**config.mk**
```make
export PLATFORM = sky130hd
export DESIGN_NAME = ring_ctrl
export DESIGN_NICKNAME = d
export VERILOG_FILES = /design/src/rtl/ring_ctrl.sv
export SDC_FILE = /design/constraint.sdc
export NUM_CORES = 1
export LEC_CHECK = 0
export CAP_MARGIN = 10
export CORE_AREA = 2 2 61 63
export DETAILED_ROUTE_END_ITERATION = 8
export DIE_AREA = 0 0 63 65
export DONT_BUFFER_PORTS = 1
export HOLD_SLACK_MARGIN = 0.02
export SETUP_SLACK_MARGIN = 0.02
export SLEW_MARGIN = 20
export SYNTH_ARGS = -nofsm -noshare
export SYNTH_HDL_FRONTEND = slang
export SYNTH_SLANG_ARGS = --single-unit
```
**constraint.sdc**
```tcl
create_clock -name clk -period 3.1 [get_ports clk]
set_clock_uncertainty 0.05 [all_clocks]
set_input_delay 0.31 -clock clk [delete_from_list [all_inputs] [get_ports clk]]
set_output_delay 0.31 -clock clk [all_outputs]
set_load 0.05 [all_outputs]
```
**src/rtl/ring_ctrl.sv**
```systemverilog
// ring_ctrl: buzzer request controller for an alarm clock.
// Decides between silence, the hourly chime, the alarm and snooze.
// Triggers are evaluated once per second on tick_1hz. Outputs are
// registered and decoded from the next state.
module ring_ctrl #(
  parameter int CHIME_SEC  = 3,
  parameter int ALARM_SEC  = 10,
  parameter int SNOOZE_SEC = 5,
  parameter int SNOOZE_MAX = 2
) (
  input  logic       clk,
  input  logic       rst_n,
  input  logic       tick_1hz,
  input  logic [4:0] cur_hour,
  input  logic [5:0] cur_min,
  input  logic [5:0] cur_sec,
  input  logic       alarm_en,
  input  logic [4:0] alarm_hour,
  input  logic [5:0] alarm_min,
  input  logic       chime_en,
  input  logic       stop_btn,
  input  logic       snooze_btn,
  output logic [1:0] ring,
  output logic       snoozing
);

  typedef enum logic [1:0] {
    IDLE   = 2'd0,
    CHIME  = 2'd1,
    ALARM  = 2'd2,
    SNOOZE = 2'd3
  } state_t;

  localparam logic [7:0] CHIME_LIM  = 8'(CHIME_SEC);
  localparam logic [7:0] ALARM_LIM  = 8'(ALARM_SEC);
  localparam logic [7:0] SNOOZE_LIM = 8'(SNOOZE_SEC);
  localparam logic [2:0] SNZ_MAX    = 3'(SNOOZE_MAX);

  state_t     state;
  logic [7:0] sec_cnt;
  logic [2:0] snooze_cnt;
  logic [7:0] sec_cnt_inc;
  logic       alarm_hit;
  logic       chime_hit;

  // Trigger conditions are only acted on in tick cycles.
  assign alarm_hit   = alarm_en && (cur_hour == alarm_hour) &&
                       (cur_min == alarm_min) && (cur_sec == 6'd0);
  assign chime_hit   = chime_en && (cur_min == 6'd0) && (cur_sec == 6'd0);
  assign sec_cnt_inc = sec_cnt + 8'd1;

  // Output decode: {ring[1:0], snoozing} for a given state.
  function automatic logic [2:0] out_dec(input state_t s);
    case (s)
      CHIME:   out_dec = 3'b010;
      ALARM:   out_dec = 3'b100;
      SNOOZE:  out_dec = 3'b001;
      default: out_dec = 3'b000;
    endcase
  endfunction

  // Main FSM: state, seconds counter, snooze count and registered outputs.
  // Every state entry clears the seconds counter; IDLE entry also clears
  // the snooze count so each alarm event gets a fresh snooze allowance.
  always_ff @(posedge clk or negedge rst_n) begin
    if (!rst_n) begin
      state            <= IDLE;
      sec_cnt          <= 8'd0;
      snooze_cnt       <= 3'd0;
      {ring, snoozing} <= 3'b000;
    end else begin
      case (state)
        IDLE: begin
          snooze_cnt <= 3'd0;
          if (tick_1hz && alarm_hit) begin
            state            <= ALARM;
            sec_cnt          <= 8'd0;
            {ring, snoozing} <= out_dec(ALARM);
          end else if (tick_1hz && chime_hit) begin
            state            <= CHIME;
            sec_cnt          <= 8'd0;
            {ring, snoozing} <= out_dec(CHIME);
          end
        end

        CHIME: begin
          // An alarm pre-empts the chime and restarts the count.
          if (tick_1hz && alarm_hit) begin
            state            <= ALARM;
            sec_cnt          <= 8'd0;
            {ring, snoozing} <= out_dec(ALARM);
          end else if (tick_1hz && (sec_cnt_inc == CHIME_LIM)) begin
            state            <= IDLE;
            sec_cnt          <= 8'd0;
            snooze_cnt       <= 3'd0;
            {ring, snoozing} <= out_dec(IDLE);
          end else if (tick_1hz) begin
            sec_cnt <= sec_cnt_inc;
          end
        end

        ALARM: begin
          // Priority: disarm, stop, expiry, then snooze.
          if (!alarm_en || stop_btn ||
              (tick_1hz && (sec_cnt_inc == ALARM_LIM))) begin
            state            <= IDLE;
            sec_cnt          <= 8'd0;
            snooze_cnt       <= 3'd0;
            {ring, snoozing} <= out_dec(IDLE);
          end else if (snooze_btn && (snooze_cnt < SNZ_MAX)) begin
            state            <= SNOOZE;
            sec_cnt          <= 8'd0;
            snooze_cnt       <= snooze_cnt + 3'd1;
            {ring, snoozing} <= out_dec(SNOOZE);
          end else if (tick_1hz) begin
            sec_cnt <= sec_cnt_inc;
          end
        end

        SNOOZE: begin
          if (!alarm_en || stop_btn) begin
            state            <= IDLE;
            sec_cnt          <= 8'd0;
            snooze_cnt       <= 3'd0;
            {ring, snoozing} <= out_dec(IDLE);
          end else if (tick_1hz && (sec_cnt_inc == SNOOZE_LIM)) begin
            state            <= ALARM;
            sec_cnt          <= 8'd0;
            {ring, snoozing} <= out_dec(ALARM);
          end else if (tick_1hz) begin
            sec_cnt <= sec_cnt_inc;
          end
        end

        default: begin
          state            <= IDLE;
          sec_cnt          <= 8'd0;
          snooze_cnt       <= 3'd0;
          {ring, snoozing} <= out_dec(IDLE);
        end
      endcase
    end
  end

endmodule

```
After elaboration in Yosys (flattened, before gate mapping)
Index checks and enable logic that the tools add are counted.
- register bits after elaboration: 16
- input bits: 35
- output and inout bits: 3
- word-level logic and storage cells: 79
- add/sub/neg operators: 2
- magnitude comparators: 1
- equal/unequal tests: 15
- multiplexer cells: 37
- reductions and logical operators: 19
- operators with widths (kind ; count):
    $mux W8 ; 9
    $pmux W8 S4 ; 1
    $mux W2 ; 10
    $pmux W2 S4 ; 2
    $mux W3 ; 5
    $logic_not A6 Y1 ; 2
    $ne A3 B3 Y1 const B ; 4
    $pmux W3 S4 ; 1
    $logic_and A1 B1 Y1 ; 11
    $add A8 B1 Y8 const B ; 1
    $eq A8 B2 Y1 const B ; 1
    $eq A8 B3 Y1 const B ; 1
    $eq A8 B4 Y1 const B ; 1
    $mux W1 ; 8
    $reduce_and A4 Y1 ; 2
    $eq A6 B6 Y1 ; 1
    $ne A2 B2 Y1 const B ; 3
    $eq A5 B5 Y1 ; 1
    $eq A2 B2 Y1 const B ; 2
    $pmux W1 S4 ; 1
    $add A3 B1 Y3 const B ; 1
    $lt A3 B2 Y1 const B ; 1
    $eq A2 B1 Y1 const B ; 1
    $logic_not A2 Y1 ; 1
    other kinds (2) ; 3

Longest topological paths before layout
- depth after elaboration: 7
- gate-level depth with buffers: 10
- mapped depth without buffers: 8

Worst setup path after synthesis
No wires, ideal clock.
- path kind: reg-to-reg
- start: register sec_cnt[0]
- end: register ring[0]
- setup time: 0.125 ns
- arrival: 2.371 ns
- required time: 2.925 ns
- slack: 0.554 ns
- cell stages (with the launch flop): 10
- buffers on the path: 1
- clock period less this slack: 2.546 ns
- path through: dfrtp_1 ha_1 buf_2 or3_1 nand2_1 a32o_1 o211ai_1 a311oi_4 nand2b_2 mux2_4
- cells in the longest elaborated chain, start to end: 6
- elaborated cells on any way between the ends: 14
- classes of those cells: 1 x add/sub; 6 x eq/ne; 2 x mux; 5 x reduce/logical
- RTL lines (item ; line ; source):
    start: declaration ; 40 ; logic [7:0] sec_cnt;
    start signal: assignment ; 98 ; sec_cnt <= sec_cnt_inc;
    start signal: assignment ; 116 ; sec_cnt <= sec_cnt_inc;
    start signal: assignment ; 131 ; sec_cnt <= sec_cnt_inc;
    $add A8 B1 Y8 * ; 50 ; assign sec_cnt_inc = sec_cnt + 8'd1;
    $eq A8 B4 Y1 ; 105 ; (tick_1hz && (sec_cnt_inc == ALARM_LIM))) begin
    $logic_and A1 B1 Y1 ; 105 ;
    $logic_or A1 B1 Y1 ; 104 ; if (!alarm_en || stop_btn ||
    $ne A3 B3 Y1 (no source line) / $mux W2 (equally long branches) ; -- ;
    $reduce_and A4 Y1 (no source line) / $pmux W2 S4 (equally long branches) ; -- ;
    end signal: assignment ; 109 ; {ring, snoozing} <= out_dec(IDLE);
    end signal: assignment ; 114 ; {ring, snoozing} <= out_dec(SNOOZE);
    end signal: assignment ; 125 ; {ring, snoozing} <= out_dec(IDLE);
    end: declaration ; 23 ; output logic [1:0] ring,
Mark *: on every way between the ends. The rest lies on a longest branch, timed or not.
A chain may end at the register's enable or synchronous reset.

Worst setup path in the final report
- start: register sec_cnt[0]
- end: register sec_cnt[2]
- cells in the longest elaborated chain, start to end: 6
- elaborated cells on any way between the ends: 16
- classes of those cells: 1 x add/sub; 3 x eq/ne; 8 x mux; 4 x reduce/logical
- RTL lines (item ; line ; source):
    $add A8 B1 Y8 * ; 50 ;
    $eq A8 B3 Y1, or another cell as far along ; 126 ; end else if (tick_1hz && (sec_cnt_inc == SNOOZE_LIM)) begin
    $logic_and A1 B1 Y1 (on tied branches) ; 126, 105, 92 ;
    $mux W8, or another cell as far along ; 126 ;
    $mux W8 (on tied branches) ; 121, 104, 88 ;
    $pmux W8 S4 * ; 72 ; case (state)
Marked as above.

==> results by group <==
Placed design
  • Placer's final routability congestion estimate: 0.8674
  • Buffers added on ports: 0
  • Post-DP HPWL: 2185 um
  • Placed insts: 190

Global routing
  • Vias in the first global route: 1047
  • Global-route wire length before repair: 4485 um
  • Initial antenna violation count: 0
  • Overall routing resource usage: 14.10%
  • Overflow after GRT: 0
  • Largest net degree at the start of global routing: 17

Logic synthesis
  • Seq/Total Area, Yosys: 31.10%
  • Asr flop ratio synth: 100.0%
  • #FFs+latches synth: 16
  • Avg Inst Size Synth: 8.758 um^2
  • Number of synthesis warnings: 0
  • Mapped Nets: 187
  • Post-synthesis cell count: 147
  • Distinct cells, synth: 45
  • Post-synth EDFFs: 0
  • Ys flop type: dfrtp_1
  • Synthesized cell area: 1287 um^2

Setup path
  • Crit. End Element: flop
  • Bufs and invs on worst path: 1
  • Setup CP Type: reg -> reg
  • WP data required: 3.23 ns
  • Largest delay contributor family on the critical path: compound AO/OA/AOI/OAI gates
  • CP arrival: 2.94 ns
  • CP Launch Type: flop
  • Maximum fanout along the worst path: 11
  • CP max-delay cell: dfrtp_1
  • Critical Path Max Stage Delay: 0.46 ns
  • Worst-path cell chain: ha_1 > or3_1 > nand2_1 > a32o_1 > o211ai_1 > a311oi_4 > buf_4 > nor3_1 > a211o_1

Final layout
  • Layout Nets: 188
  • Layout cells sized above 1: 9.524%
  • Final Instance Count excl. Fillers: 195
  • Multi-input logic area: 834.6 um^2
  • Register Area: 400.4 um^2
  • Fillers: 338
  • Area grow syn2layout: 6.512%
  • Ant diodes: 0

Pwr
  • Cell Pwr Density: 286.3 nW/um^2
  • Sw frac: 23.41%
  • Worst IR Drop VDD: 0.08572 mV
  • Flop pwr share: 55.8%
  • Clock network power share: 36.0%
  • Comb power frac: 8.2%
  • LEAKAGE: 0.6020 nW
  • Int Pwr: 0.0003008 W
  • P_sw: 0.00009191 W

Status
  • Status: finished clean

CTS
  • Num CTS Buffers: 3
  • H-tree Lvls: 1
  • CTS sink cnt: 16
  • Root buf cell: clkbuf_4
  • CTS Buffer Depth: 2
  • Worst skew pair latency: 0.29 ns
  • Clock tree from TritonCTS: done
  • Post_cts resized: 0
  • Clk slew on worst S/H paths: 0.10 ns

Timing
  • Tmin final: 2.803 ns
  • RSZ-0062 raised after global routing: no
  • Fin. max-slew vios: 0
  • Slew Limit Headroom: 49.02%
  • Setup violators final: 0
  • Slew @ Worst Pin: 0.7622 ns
  • Sum of negative setup slack: 0 ns
  • Fin. Hold Viols: 0
  • Final period util: 90.42%
  • Max Clock Freq: 356.8 MHz

Drt
  • Final antenna-violating net count: 0
  • Initial drt markers: 39
  • Metal-1 WL: 1152 um
  • WL final: 2750 um
  • Wire length on met3: 188 um
  • Wire length on met2: 1366 um
  • Post-route DRC violation count: 0
  • Routed length per placed instance: 14.10 um
  • Via density: 5.564
  • Highest Signal Layer: met4
  • DRT Pass-1 Iters: 4
  • Routed vias: 1085

Floorplanning
  • IO Count: 38
  • FP Rows: 22
  • Starting Density: 36.83%
  • Die Ht: 65 um
  • Die Wd: 63 um
  • Total Die Area: 4095 um^2
  • Area of the core: 3496 um^2

Job
  • Max_cap viols: 0

Hold path
  • HP Class: in -> reg
[worst paths after layout]
check / cells past startpoint / startpoint / slack, ns / end
setup reg to reg: 9 / sec_cnt[0]$_DFFE_PN0P_ / 0.30 / sec_cnt[2]$_DFFE_PN0P_
setup / recovery: 9 / sec_cnt[0]$_DFFE_PN0P_ / 0.30 / sec_cnt[2]$_DFFE_PN0P_
max in group asynchronous: 1 / rst_n / 2.05 / state[0]$_DFFE_PN0P_
hold / removal: 2 / tick_1hz / 0.17 / sec_cnt[5]$_DFFE_PN0P_
min in group asynchronous: 1 / rst_n / 0.48 / sec_cnt[4]$_DFFE_PN0P_
hold reg to reg: 1 / snooze_cnt[2]$_DFFE_PN0P_ / 0.46 / snooze_cnt[2]$_DFFE_PN0P_
[timing repair]
| action | in CTS | in global routing |
|---|---|---|
| endpoints found under the hold margin | 16 | 0 |
| setup buffers | 0 | 0 |
| hold buffers | 1 | 0 |
[worst register-to-register path: stages, from the launching register on]
cell,delay [ns]
dfrtp_1,0.46
ha_1,0.34
or3_1,0.40
nand2_1,0.07
a32o_1,0.23
o211ai_1,0.20
a311oi_4,0.37
buf_4,0.23
nor3_1,0.06
a211o_1,0.27
[cell type report]
type                            instances  area share, %
Timing Repair Buffer                    3          1.825
Sequential cell                        16          29.20
Clock buffer                            4          2.646
Multi-Input combinational cell        120          60.86
Tap cell                               48          4.380
Inverter                                4          1.095
[state kept, by name, indices dropped and copies added, names as in the netlist]
name,cells
sec_cnt,8
snoozing,1
snooze_cnt,3
ring,2
state,2
[through the flow]
| step | cell area (um^2) | total power, W | util, % | setup WS (ns) | hold slack (ns) |
|---|---|---|---|---|---|
| after floorplan | 1287 | 0.0002480 | - | 0.5536 | -0.03559 |
| after global placement | 1325 | 0.0002501 | 37.90 | 0.4317 | -0.03490 |
| after detailed placement | 1325 | 0.0002512 | 37.90 | 0.3342 | -0.03500 |
| after CTS | 1371 | 0.0004001 | 39.23 | 0.3132 | 0.1681 |
| after global routing | 1371 | 0.0004155 | 39.23 | 0.1672 | 0.2064 |
| final | 1371 | 0.0003927 | 39.23 | 0.2970 | 0.1738 |
[power by group through the flow]
stage | Sequential [W] | Clock [W] | Combinational, W
finish | 0.000219 | 0.000141 | 0.0000323
global route | 0.000220 | 0.000159 | 0.0000363
CTS | 0.000219 | 0.000148 | 0.0000333
detailed placement | 0.000223 | 0 | 0.0000278
global placement | 0.000223 | 0 | 0.0000270
floorplan | 0.000223 | 0 | 0.0000255
[kinds of logic (layout without fill, tap and decap cells)]
kind of cell | after synthesis | count (layout) | synth area share [%]
AO/OA/AOI/OAI | 33 | 33 | 19.63
multiplexers | 2 | 2 | 2.332
XOR/XNOR | 15 | 15 | 10.20
AND/OR/NAND/NOR | 65 | 65 | 27.79
flip-flops | 16 | 16 | 31.10
buffers and inverters | 11 | 11 | 4.081
adder cells (fa/ha/maj) | 5 | 5 | 4.859
[synth_stat cells (3+ instances only)]
cell type	number	area share, %
nand2_1	19	5.5
dfrtp_1	16	31
xnor2_1	14	9.5
nor3_1	10	3.9
nor2_1	7	2.0
a21o_1	5	2.9
a21oi_1	5	1.9
ha_1	5	4.9
nand4_1	5	2.4
inv_1	4	1.2
o21ai_0	4	1.6
a22oi_1	3	1.7
buf_2	3	1.2
nand3_1	3	1.2
[placed cells by master, fill, tap and decap left out, types with 3 or more instances in the layout]
| cell | Yosys | final |
|---|---|---|
| inv_1 | 4 | 4 |
| nor3_1 | 10 | 10 |
| a21o_1 | 5 | 5 |
| clkbuf_4 | 0 | 3 |
| o21ai_0 | 4 | 4 |
| ha_1 | 5 | 5 |
| xnor2_1 | 14 | 14 |
| a21oi_1 | 5 | 5 |
| nand4_1 | 5 | 5 |
| a22oi_1 | 3 | 3 |
| nor2_1 | 7 | 7 |
| nand2_1 | 19 | 19 |
| nand3_1 | 3 | 3 |
| dfrtp_1 | 16 | 16 |
[per-layer routing]
metal  vias to the layer above  GRT usage, %
li1                        529             -
met1                       502         17.13
met2                        50         24.60
met3                         4         1.910
met4                         0         6.667
met5                         -             0
No activity file was read; power rests on OpenSTA's default activity.
